`src/rtl/rb_pkg.sv`:
```
`default_nettype none
// +----------------------------------------------------------------------------+
// | Module      : rb_pkg                                                       |
// | Description : Types shared by ring_buffer users and the rb_credit_tx link  |
// |               transmitter. Holds the transmitter control-state encoding.   |
// | Revision    : 1.0 - initial release                                        |
// +----------------------------------------------------------------------------+
package rb_pkg;

  // Transmitter control states: WAIT is a one-cycle settle after reset,
  // RUN accepts beats, DRAIN refuses new beats while credits come home.
  typedef enum logic [1:0] {
    WAIT  = 2'd0,
    RUN   = 2'd1,
    DRAIN = 2'd2
  } ctx_state_t;

endpackage : rb_pkg
`default_nettype wire

```
`src/rtl/rb_if.sv`:
```
`default_nettype none
// +----------------------------------------------------------------------------+
// | Module      : rb_if                                                        |
// | Description : Valid/ready payload bus used in front of ring buffers.       |
// |   valid : producer has a beat                                              |
// |   ready : consumer can take a beat this cycle                              |
// |   data  : payload (data_t)                                                 |
// | Revision    : 1.0 - initial release                                        |
// +----------------------------------------------------------------------------+
interface rb_if #(
  parameter type data_t = logic
);
  logic  valid;
  logic  ready;
  data_t data;

  modport master (output valid, output data, input ready);
  modport slave  (input valid, input data, output ready);
endinterface : rb_if
`default_nettype wire

```
`src/rtl/rb_credit_cnt.sv`:
```
`default_nettype none
// +----------------------------------------------------------------------------+
// | Module      : rb_credit_cnt                                                |
// | Description : Saturating credit counter, starts full (DEPTH).              |
// |   clk, rst_n : clock, asynchronous active-low reset                        |
// |   dec        : consume one credit (caller guarantees credits != 0)         |
// |   inc        : one credit returned                                         |
// |   credits    : current count                                               |
// |   zero       : credits == 0                                                |
// |   full_home  : credits == DEPTH                                            |
// |   err        : sticky, a return arrived while already full                 |
// | Revision    : 1.0 - initial release                                        |
// +----------------------------------------------------------------------------+
module rb_credit_cnt #(
  parameter int DEPTH = 16,
  parameter int CW    = $clog2(DEPTH + 1)
) (
  input  logic          clk,
  input  logic          rst_n,
  input  logic          dec,
  input  logic          inc,
  output logic [CW-1:0] credits,
  output logic          zero,
  output logic          full_home,
  output logic          err
);

  localparam logic [CW-1:0] c_full = CW'(DEPTH);
  localparam logic [CW-1:0] c_one  = CW'(1);

  logic [CW-1:0] r_cnt;
  logic          r_err;

  always_ff @(posedge clk or negedge rst_n) begin
    if (!rst_n) begin
      r_cnt <= c_full;
      r_err <= 1'b0;
    end else begin
      // Simultaneous dec and inc cancel, so only the one-sided cases move.
      if (inc && !dec) begin
        if (r_cnt == c_full) begin
          r_err <= 1'b1;
        end else begin
          r_cnt <= r_cnt + c_one;
        end
      end else if (dec && !inc && (r_cnt != '0)) begin
        r_cnt <= r_cnt - c_one;
      end
    end
  end

  assign credits   = r_cnt;
  assign zero      = (r_cnt == '0);
  assign full_home = (r_cnt == c_full);
  assign err       = r_err;

endmodule : rb_credit_cnt
`default_nettype wire

```
`src/rtl/rb_credit_tx.sv`:
```
`default_nettype none
// +----------------------------------------------------------------------------+
// | Module      : rb_credit_tx                                                 |
// | Description : Credit-based transmitter feeding a remote ring_buffer over   |
// |               a registered valid-only link.                                |
// |   clk, rst_n : clock, asynchronous active-low reset                        |
// |   i_bus      : upstream payload (rb_if slave)                              |
// |   tx_valid   : registered link beat valid                                  |
// |   tx_data    : registered link payload                                     |
// |   cred_ret   : one credit returned per high cycle                          |
// |   quiesce    : level, stop accepting new beats                             |
// |   idle       : quiesced and every credit home                              |
// |   credits    : current credit count                                        |
// |   credit_err : sticky, credit returned while already at DEPTH              |
// | Revision    : 1.0 - initial release                                        |
// +----------------------------------------------------------------------------+
module rb_credit_tx
  import rb_pkg::*;
#(
  parameter type data_t = logic,
  parameter int  DEPTH  = 16,
  parameter int  CW     = $clog2(DEPTH + 1)
) (
  input  logic          clk,
  input  logic          rst_n,
  rb_if.slave           i_bus,
  output logic          tx_valid,
  output data_t         tx_data,
  input  logic          cred_ret,
  input  logic          quiesce,
  output logic          idle,
  output logic [CW-1:0] credits,
  output logic          credit_err
);

  ctx_state_t r_state;
  ctx_state_t w_state_nxt;
  logic       r_tx_valid;
  data_t      r_tx_data;
  logic       w_ready;
  logic       w_acc;
  logic       w_zero;
  logic       w_full_home;

  rb_credit_cnt #(
    .DEPTH (DEPTH),
    .CW    (CW)
  ) u_cnt (
    .clk       (clk),
    .rst_n     (rst_n),
    .dec       (w_acc),
    .inc       (cred_ret),
    .credits   (credits),
    .zero      (w_zero),
    .full_home (w_full_home),
    .err       (credit_err)
  );

  always_comb begin
    w_state_nxt = r_state;
    case (r_state)
      WAIT:    w_state_nxt = RUN;
      RUN:     if (quiesce)  w_state_nxt = DRAIN;
      DRAIN:   if (!quiesce) w_state_nxt = RUN;
      default: w_state_nxt = WAIT;
    endcase
  end

  always_ff @(posedge clk or negedge rst_n) begin
    if (!rst_n) begin
      r_state <= WAIT;
    end else begin
      r_state <= w_state_nxt;
    end
  end

  // Ready comes only from registers, so a credit returned this cycle cannot
  // open the gate until the next cycle, and quiesce takes effect one cycle
  // late through the state register.
  assign w_ready     = (r_state == RUN) && !w_zero;
  assign w_acc       = i_bus.valid && w_ready;
  assign i_bus.ready = w_ready;

  always_ff @(posedge clk or negedge rst_n) begin
    if (!rst_n) begin
      r_tx_valid <= 1'b0;
      r_tx_data  <= '0;
    end else begin
      r_tx_valid <= w_acc;
      if (w_acc) begin
        r_tx_data <= i_bus.data;
      end
    end
  end

  assign tx_valid = r_tx_valid;
  assign tx_data  = r_tx_data;
  assign idle     = (r_state == DRAIN) && w_full_home;

endmodule : rb_credit_tx
`default_nettype wire

```
`src/flat_wrapper.sv`:
```
// flat-port wrapper written by rule: the top's interface ports become plain ports
module rb_credit_tx_flat import rb_pkg::*;
#(
  parameter type data_t = logic,
  parameter int  DEPTH  = 16,
  parameter int  CW     = $clog2(DEPTH + 1)
)
  (clk, rst_n, tx_valid, tx_data, cred_ret, quiesce, idle, credits, credit_err, i_bus_valid, i_bus_data, i_bus_ready);
  rb_if #(.data_t(data_t)) i_bus_i ();
  input  logic clk;
  input  logic rst_n;
  output logic tx_valid;
  output data_t tx_data;
  input  logic cred_ret;
  input  logic quiesce;
  output logic idle;
  output logic [CW-1:0] credits;
  output logic credit_err;
  input wire logic [$bits(i_bus_i.valid)-1:0] i_bus_valid;
  input wire logic [$bits(i_bus_i.data)-1:0] i_bus_data;
  output wire logic [$bits(i_bus_i.ready)-1:0] i_bus_ready;
  assign i_bus_i.valid = i_bus_valid;
  assign i_bus_i.data = i_bus_data;
  assign i_bus_ready = i_bus_i.ready;
  rb_credit_tx #(.data_t(data_t), .DEPTH(DEPTH), .CW(CW)) u_core (.clk(clk), .rst_n(rst_n), .i_bus(i_bus_i), .tx_valid(tx_valid), .tx_data(tx_data), .cred_ret(cred_ret), .quiesce(quiesce), .idle(idle), .credits(credits), .credit_err(credit_err));
endmodule
```
`config.mk`:
```
export PLATFORM = sky130hd
export DESIGN_NAME = rb_credit_tx_flat
export DESIGN_NICKNAME = d
export VERILOG_FILES = /design/src/rtl/rb_pkg.sv /design/src/rtl/rb_if.sv /design/src/rtl/rb_credit_cnt.sv /design/src/rtl/rb_credit_tx.sv /design/src/flat_wrapper.sv
export SDC_FILE = /design/constraint.sdc
export NUM_CORES = 1
export LEC_CHECK = 0
export CAP_MARGIN = 5
export CORE_MARGIN = 1
export CORE_UTILIZATION = 42
export CTS_BUF_LIST = sky130_fd_sc_hd__clkbuf_16
export DETAILED_ROUTE_END_ITERATION = 10
export PLACE_DENSITY_LB_ADDON = 0.08
export SLEW_MARGIN = 20
export SYNTH_ARGS = -nofsm -noshare
export SYNTH_HDL_FRONTEND = slang
export SYNTH_SLANG_ARGS = --single-unit
```
`constraint.sdc`:
```
create_clock -name clk -period 2.8 [get_ports clk]
set_clock_uncertainty 0.2 [all_clocks]
set_input_delay 0.7 -clock clk [delete_from_list [all_inputs] [get_ports clk]]
set_output_delay 0.7 -clock clk [all_outputs]
set_load 0.1 [all_outputs]
```
==> run summary, run 1 <==
Syn Inst Count - 57
Global route overflow - 0
Storage cell area - 265 sq um
Clk_lat worst skew - 0.24 ns
Multi-input logic area - 424 sq um
Reg-to-reg slack, setup - 0.15 ns
Vias in the first global route - 467
Final net count - 96
Finished Cell Area - 0.00101 sq mm
Detailed Route WL - 1400 um
Bufs on Longest Clock Path - 2
# H-tree levels - 1
Area of the core - 0.00135 sq mm
Rows - 13
Mapped Avg Cell Area - 11.2 sq um
Worst EP required - 2.76 ns
Die Y - 40.9 um
Hold Fails Final Rpt - 0
Status - completed
Dpl cell area - 910 sq um
Critical Path AT - 2.61 ns
Final setup vio count - 0
Antenna viol nets, final - 0
Hold WC Path Type - register to register
Clk root buf - clkbuf_16
Register area share after synthesis - 39.5%
CTS Hold Bufs - 0
Detailed Route Iter0 Violations - 6
Worst r2r path cells - 10
Normalized max-slew margin - 66.4%
Crit. End Element - register
WL/cell - 14.1 um
Min cycle time layout - 2.65 ns
RSZ-0062 raised after global routing - false
FF+latch count, synth - 10
WS Path Type - register to register
Fmax - 377 MHz
PortBufs - 15
Netlist cell types - 27
Fill cell count - 97
Most frequent cells in the layout - buf_4, inv_1, nand2_1, dfrtp_1, clkdlybuf4s50_1
Vias per cell - 5.41
Post-Syn Area - 637 sq um
Share of post-route cells with drive strength above 1 - 50.0%
Max Cap Viol - 0
Fin. max-slew vios - 0
Worst setup SP type - register
CTS clk-pin slew, worst paths - 0.04 ns
CTS tree - done
ANT cells - 0
Via Count - 536
Worst-path maximum fanout - 5
Clock sink total - 10
Io pins - 16
Die width - 40.9 um
Pin count of the biggest net entering global routing - 11
DRC - 0
Area Overhead vs Synth - 59.3%
First-pass GRT wire length - 2100 um
CP startpoint - u_core.u_cnt.credits[2]
Crit path capture - u_core.u_cnt.credits[4]
Die area - 0.00168 sq mm
Post-CTS setup buffer count - 0
TritonCTS Buffers - 3
Syn_nets - 68
Worst R2R Start - u_core.u_cnt.credits[2]
RR Endpoint - u_core.u_cnt.credits[4]
Commonest non-fill, non-tap cell in the layout - buf_4
Routability cong. - 0.724
Warnings, synthesis - 0
Final period util - 94.8%
Total Routing Usage GR - 20.7%
Initial core utilization - 47.2%
First drt pass iteration count - 4
Initial antenna violation count - 0
Hold path cells - 1
Final HPWL DP - 1080 um
Worst-margin pin slew - 0.502 ns
-- cells by family after synthesis --
kind of cell	share of synthesized area [%]
buffers and inverters	2.36
XOR/XNOR	4.13
AO/OA/AOI/OAI	12.6
multiplexers	12.0
flip-flops	39.5
AND/OR/NAND/NOR	18.5
adder cells (fa/ha/maj)	11.0
-- critical path, stage by stage, from the launching register on --
cell and delay (ns):
dfrtp_4 0.50, nor4_4 0.30, nand2_1 0.19, nand2b_4 0.13, nand2_2 0.09, buf_4 0.15, ha_1 0.20, a21oi_2 0.17
o21ai_4 0.09, and3_1 0.17, a2111o_1 0.39
-- state kept, by name (all words and copies together), names as in the netlist --
register              flops
u_core.u_cnt.credits      5
u_core.tx_valid           1
u_core.tx_data            1
u_core.r_state            2
u_core.u_cnt.err          1
-- cell usage after synthesis --
| cell | instances | area, sq um |
|---|---|---|
| dfrtp_1 | 9 | 225 |
| nand2_1 | 6 | 22.5 |
| ha_1 | 4 | 50.1 |
| inv_1 | 4 | 15.0 |
| a21oi_1 | 3 | 15.0 |
| mux2_4 | 3 | 45.0 |
| nand2b_1 | 3 | 18.8 |
| and2_1 | 2 | 12.5 |
| mux2i_1 | 2 | 20.0 |
| nor2_1 | 2 | 7.51 |
| o21ai_0 | 2 | 10.0 |
| xnor2_1 | 2 | 17.5 |
| a2111o_1 | 1 | 11.3 |
| a21boi_0 | 1 | 7.51 |
| a21o_1 | 1 | 7.51 |
| a22oi_4 | 1 | 21.3 |
| and3_1 | 1 | 6.26 |
| and3_2 | 1 | 7.51 |
| dfstp_2 | 1 | 26.3 |
| fa_1 | 1 | 20.0 |
| mux2_2 | 1 | 11.3 |
| nand3_1 | 1 | 5.00 |
| nand3b_1 | 1 | 7.51 |
| nor4_4 | 1 | 21.3 |
| nor4b_1 | 1 | 8.76 |
| o21bai_1 | 1 | 7.51 |
| xor2_1 | 1 | 8.76 |
-- per-stage QoR --
step                      TNS (ns)  instances  hold slack [ns]  utilization, %  setup WS, ns
final                            0         99            0.271            75.2         0.147
after global routing             0         99            0.301            75.2        0.0344
after CTS                        0         99            0.280            73.4        0.0248
after detailed placement    -0.471         95            0.268            67.4        -0.295
after global placement      -0.375         95            0.265            67.4        -0.226
after floorplan                  0         57            0.204               -       0.00945
-- how the worst min path moves through the flow --
stage                     startpoint           endpoint  slack, ns
floorplan                      rst_n  u_core.r_state[0]       0.20
CTS                 u_core.u_cnt.err   u_core.u_cnt.err       0.28
global route        u_core.u_cnt.err   u_core.u_cnt.err       0.30
detailed placement  u_core.u_cnt.err   u_core.u_cnt.err       0.27
global placement    u_core.u_cnt.err   u_core.u_cnt.err       0.27
finish              u_core.u_cnt.err   u_core.u_cnt.err       0.27
-- timing repair --
action / in CTS / in global routing
resized for setup: 1 / 5
setup endpoints to repair: 1 / 1
pin swaps: 1 / 3
-- metal layers --
layer  up-vias  share of wire (%)  track usage [%]
li1        253                  -                -
met1       265                 47             27.8
met2        14                 47             29.7
met3         4                4.1             6.52
met4         0                1.6             10.0
met5         -                  0                0
-- final cells by class --
type / count / area share, %
multi-input combinational: 43 / 41.8
clock buffer: 3 / 7.40
inverter: 4 / 1.48
sequential: 10 / 26.1
timing repair buffer: 23 / 21.0
tap: 15 / 1.85
clock inverter: 1 / 0.370
Power of run 1 is not shown: default switching activity piles up to over one toggle a cycle in this logic, so the estimate is an artifact.
==> run 2, diff against run 1 <==
--- a/config.mk
+++ b/config.mk
@@ -11,6 +11,7 @@
 export CTS_BUF_LIST = sky130_fd_sc_hd__clkbuf_16
 export DETAILED_ROUTE_END_ITERATION = 10
 export PLACE_DENSITY_LB_ADDON = 0.08
+export RECOVER_POWER = 25
 export SLEW_MARGIN = 20
 export SYNTH_ARGS = -nofsm -noshare
 export SYNTH_HDL_FRONTEND = slang
==> run 2 against run 1 <==
  * Worst setup slack stayed put
  * Non-clock buffer count is the same
  * Via count stayed put
  * Sequential share of layout area stayed put
  * Global-route usage stayed put
  * Core utilization unchanged
  * Worst hold slack unchanged
  * Count of clock-buffer cells in the layout is the same
  * Largest cell class unchanged
==> run summary, run 2 (same netlist as run 1, synthesis figures left out) <==
Status - completed
Worst setup margin - 0.147 ns (unchanged)
Via Count - 536 (unchanged)
Clk root buf - clkbuf_16
Vias in the first global route - 467 (unchanged)
Finished Cell Area - 0.00101 sq mm (unchanged)
Worst-margin pin slew - 0.507 ns (+0.00490 ns)
Normalized max-slew margin - 66.1% (-0.33 points)
RR Endpoint - u_core.u_cnt.credits[4]
Dpl cell area - 910 sq um (unchanged)
Clock sink total - 10 (unchanged)
Worst EP required - 2.76 ns (about the same)
Max Used Layer - met4
Min cycle time layout - 2.65 ns (unchanged)
Area of the core - 0.00135 sq mm (unchanged)
Final net count - 96 (unchanged)
Hold path cells - 1 (unchanged)
Final Non-Filler Cells - 99 (unchanged)
CTS clk-pin slew, worst paths - 0.04 ns (about the same)
Final period util - 94.8% (unchanged)
Worst-path maximum fanout - 5 (unchanged)
First-pass GRT wire length - 2100 um (unchanged)
Routability cong. - 0.724 (unchanged)
WL/cell - 14.1 um (about the same)
Worst R2R Start - u_core.u_cnt.credits[2]
Crit. End Element - register
Met3 routed WL - 56 um (-1.8%)
Fill cell count - 97 (unchanged)
Worst setup SP type - register
Hold path start - u_core.u_cnt.err
CTS tree - done
Dpl ws - -0.295 ns (unchanged)
Antenna viol nets, final - 0 (unchanged)
Fin. max-slew vios - 0 (unchanged)
Vias per cell - 5.41 (unchanged)
Placed insts - 95 (unchanged)
Rows - 13 (unchanged)
Commonest non-fill, non-tap cell in the layout - buf_4
Io pins - 16 (unchanged)
# H-tree levels - 1 (unchanged)
Met1 WL - 657 um (-0.45%)
Post-CTS setup buffer count - 0 (unchanged)
Total Routing Usage GR - 20.7% (unchanged)
Worst r2r path cells - 10 (unchanged)
Final HPWL DP - 1080 um (unchanged)
Share of post-route cells with drive strength above 1 - 50.0% (unchanged)
Area Overhead vs Synth - 59.3% (unchanged)
Fmax - 377 MHz (unchanged)
Pin count of the biggest net entering global routing - 11 (unchanged)
Met2 WL post-DR - 662 um (+0.30%)
Critical Path AT - 2.61 ns (about the same)
Hold Fails Final Rpt - 0 (unchanged)
Reg-to-reg slack, setup - 0.15 ns (about the same)
Clk_lat worst skew - 0.24 ns (about the same)
Initial core utilization - 47.2% (unchanged)
Die Y - 40.9 um (unchanged)
PortBufs - 15 (unchanged)
Bufs on Longest Clock Path - 2 (unchanged)
Max Cap Viol - 0 (unchanged)
RSZ-0062 raised after global routing - false
DRC - 0 (unchanged)
Die width - 40.9 um (unchanged)
Final setup vio count - 0 (unchanged)
Initial antenna violation count - 0 (unchanged)
Detailed Route Iter0 Violations - 7 (+1)
Max reg flops - 5 (unchanged)
WS Path Type - register to register
Hold WC Path Type - register to register
CTS Hold Bufs - 0 (unchanged)
Die area - 0.00168 sq mm (unchanged)
Most frequent cells in the layout - buf_4, inv_1, nand2_1, dfrtp_1
Detailed Route WL - 1400 um (about the same)
ANT cells - 0 (unchanged)
Hold endpoint - u_core.u_cnt.err
First drt pass iteration count - 4 (unchanged)
TritonCTS Buffers - 3 (unchanged)
Global route overflow - 0 (unchanged)
run 2: cell count changes in the layout (fill, tap and decap cells not counted):
| cell | change |
|---|---|
| clkdlybuf4s50_1 | -2 |
| dlygate4sd3_1 | +2 |
run 2: per-layer routing:
layer	up-vias	GRT usage (%)
li1	253	-
met1	265	27.8
met4	0	10.0
met5	-	0
met2	14	29.7
met3	4	6.52
run 2: per-stage QoR:
step | util (%) | TNS [ns] | hold slack, ns
floorplan | - | 0 | 0.204
global placement | 67.4 | -0.375 | 0.265
detailed placement | 67.4 | -0.471 | 0.268
CTS | 73.4 | 0 | 0.280
global route | 75.2 | 0 | 0.301
finish | 75.2 | 0 | 0.271
run 2: worst max-delay path, stage by stage, from the launching register on:
cell and delay (ns):
dfrtp_4 0.50, nor4_4 0.30, nand2_1 0.19, nand2b_4 0.13, nand2_2 0.09, buf_4 0.15
ha_1 0.20, a21oi_2 0.17, o21ai_4 0.09, and3_1 0.17, a2111o_1 0.39
run 2: layout make-up:
cell class | count | area (sq um) | area share, %
clock inverters | 1 | 3.75 | 0.370
flip-flops and latches | 10 | 265 | 26.1
multi-input cells | 43 | 424 | 41.8
clock buffers | 3 | 75.1 | 7.40
well taps | 15 | 18.8 | 1.85
repair buffers | 23 | 213 | 21.0
inverters | 4 | 15.0 | 1.48
run 2: how the worst max path moves through the flow:
stage                                       start                 endpoint  slack (ns)  cells after the start
after floorplan           u_core.u_cnt.credits[2]  u_core.u_cnt.credits[4]       0.009                      9
after global placement                i_bus_valid  u_core.u_cnt.credits[4]       -0.23                      8
after detailed placement              i_bus_valid  u_core.u_cnt.credits[4]       -0.29                      8
after CTS                             i_bus_valid  u_core.u_cnt.credits[4]        0.02                      8
after global routing      u_core.u_cnt.credits[2]  u_core.u_cnt.credits[4]        0.03                     10
final                     u_core.u_cnt.credits[2]  u_core.u_cnt.credits[4]        0.15                     10
run 2: timing repair:
| action | CTS | global route |
|---|---|---|
| resized for setup | 1 | 5 |
| pin swaps | 1 | 3 |
| setup endpoints to repair | 1 | 1 |
Power of run 2 is left out for the same reason.
==> run 3, diff against run 2 <==
--- a/config.mk
+++ b/config.mk
@@ -5,7 +5,7 @@
 export SDC_FILE = /design/constraint.sdc
 export NUM_CORES = 1
 export LEC_CHECK = 0
-export CAP_MARGIN = 5
+export CAP_MARGIN = 20
 export CORE_MARGIN = 1
 export CORE_UTILIZATION = 42
 export CTS_BUF_LIST = sky130_fd_sc_hd__clkbuf_16
==> results of run 3 <==
Same layout as run 2: the final DEF is identical, and so are final timing and power.
Power of run 3 is left out for the same reason.
==> RTL change (flow settings as in run 3) <==
`DEPTH` is set to 16 in 3 places; all go to 32.
--- a/src/rtl/rb_credit_cnt.sv
+++ b/src/rtl/rb_credit_cnt.sv
@@ -12,7 +12,7 @@
 // | Revision    : 1.0 - initial release                                        |
 // +----------------------------------------------------------------------------+
 module rb_credit_cnt #(
-  parameter int DEPTH = 16,
+  parameter int DEPTH = 32,
   parameter int CW    = $clog2(DEPTH + 1)
 ) (
   input  logic          clk,
--- a/src/rtl/rb_credit_tx.sv
+++ b/src/rtl/rb_credit_tx.sv
@@ -18,7 +18,7 @@
   import rb_pkg::*;
 #(
   parameter type data_t = logic,
-  parameter int  DEPTH  = 16,
+  parameter int  DEPTH  = 32,
   parameter int  CW     = $clog2(DEPTH + 1)
 ) (
   input  logic          clk,
--- a/src/flat_wrapper.sv
+++ b/src/flat_wrapper.sv
@@ -2,7 +2,7 @@
 module rb_credit_tx_flat import rb_pkg::*;
 #(
   parameter type data_t = logic,
-  parameter int  DEPTH  = 16,
+  parameter int  DEPTH  = 32,
   parameter int  CW     = $clog2(DEPTH + 1)
 )
   (clk, rst_n, tx_valid, tx_data, cred_ret, quiesce, idle, credits, credit_err, i_bus_valid, i_bus_data, i_bus_ready);
Ports: changed (resized credits); port bits go from 16 to 17. No check against the original RTL was run, so the function may have changed too.
==> RTL change against run 3 <==
  * The run now ends with DRC left
  * Critical path depth fell by 1
  * Highest routed layer unchanged
  * Synthesized cell count up 19%
  * Worst setup slack got worse by 0.13 ns
  * Largest cell class unchanged
  * Synthesized area up 13%
  * Routed wire length grew 37%
  * Critical path type unchanged
  * Final area up 22%
  * Sequential cell count rose by 1
  * Via count rose by 21%
Power is left out: the tool's default activity adds up to more than one toggle a clock period on the data nets, which glitch-free logic cannot reach.
==> RTL change: results (changes against run 3) <==
[drt]
detail_route.wl_per_cell_um = 15.8  ; +12%
drt_iter0_markers = 8  ; +1
drtPass1Iterations = 7  ; +3
routed_wirelength_mm = 1.92  ; +37%
drc = 4  ; +4

[placed_design]
place.gp.congestion = 0.745  ; +2.9%
place_ws_ns = -0.358  ; -0.0629 ns
place.detailed.instances = 109  ; +15%
placement.cell_area_um2 = 1030  ; +14%
place.detailed.hpwl_mm = 1.16  ; +7.2%
count_of_input_and_output_buffers = 16  ; +1

[sta]
clock.fmax_mhz = 360  ; -4.5%
hold_slack_ns = 0.269  ; -0.00199 ns
max_slew.worst_pin.slew_ns = 0.537  ; +0.0299 ns

[synthesis]
postSynthNetCount = 80  ; +18%
synth_seq_area_share_pct = 38.3  ; -1.2 points
synth_warnings = 0  ; unchanged
yosys.cell_types.count = 31  ; +15%
synth.top_cells.by_area = sky130_fd_sc_hd__dfrtp_1 (35%), sky130_fd_sc_hd__ha_1 (8.7%), sky130_fd_sc_hd__mux2_4 (6.2%)
post_synth_inst_count = 68  ; +19%
yosysTopAreaCellShare_pct = 34.7  ; -0.70 points
synth_flop_cell = sky130_fd_sc_hd__dfrtp_1
synth_top_cells_by_count = sky130_fd_sc_hd__dfrtp_1 (10), sky130_fd_sc_hd__nand2_1 (9), sky130_fd_sc_hd__inv_1 (6)

[critical_path]
worst-endpoint-arrival_ns = 2.72  ; +0.11 ns
worst-path-max-fanout = 6  ; +1

[status]
outcome = finished with violations
failing_checks = DRC

[grt]
grt_pass1_wl_mm = 3.00  ; +43%
grt.total_usage_pct = 22.2  ; +1.5 points
first_global_vias = 665  ; +42%
largest_net_degree_at_the_start_of_global_routing = 12  ; +1

[finish]
num-nets-final = 118  ; +23%
number_of_inserted_filler_cells_in_the_final_layout = 107  ; +10%
diodes = 0  ; unchanged
post_route_cells_drive_above_1_share_pct = 56.2  ; +6.2 points
largest_register_ff_count = 6  ; +1

[clocking]
cts_repair_resize_count = 6  ; +5

==> RTL change: logic make-up (layout without fill, tap and decap cells) <==
kind of cell | after synthesis | after routing | synth area share (%)
simple gates | 22 | 22 | 17.9
compound gates | 13 | 13 | 14.0
flops | 11 | 11 | 38.3
fa+ha+maj | 6 | 6 | 11.4
buf+inv | 6 | 43 | 3.12
xor+xnor | 5 | 5 | 6.07
mux | 5 | 5 | 9.18
==> RTL change: cell type report <==
cell class | instances | area [µm²] | share of cell area [%]
Clock inverter | 1 | 3.75 | 0.303
Clock buffer | 3 | 75.1 | 6.07
Sequential cell | 11 | 294 | 23.8
Tap cell | 16 | 20.0 | 1.62
Timing Repair Buffer | 33 | 284 | 23.0
Inverter | 6 | 22.5 | 1.82
Multi-Input combinational cell | 51 | 538 | 43.5
==> RTL change: routing by layer <==
metal / vias to the layer above / track usage, % / wire length (µm)
li1: 309 / - / -
met1: 309 / 28.8 / 897
met2: 25 / 35.2 / 873
met3: 8 / 3.75 / 83
met4: 0 / 12.5 / 61
met5: - / 0 / 0
==> RTL change: tightest hold or removal path, cell delays in order (launching register included) <==
cell and delay (ns):
sky130_fd_sc_hd__dfrtp_1 0.34, sky130_fd_sc_hd__nand2_1 0.05, sky130_fd_sc_hd__nand2_1 0.05
==> RTL change: worst paths after layout <==
check,from,end,depth (start not counted)
max,u_core.u_cnt.credits[4],u_core.u_cnt.credits[5],9
min,u_core.tx_data,u_core.tx_data,2
max reg2reg,u_core.u_cnt.credits[4],u_core.u_cnt.credits[5],9
min reg2reg,u_core.tx_data,u_core.tx_data,2
max in group asynchronous,rst_n,u_core.u_cnt.credits[4],1
min in group asynchronous,rst_n,u_core.tx_valid,1
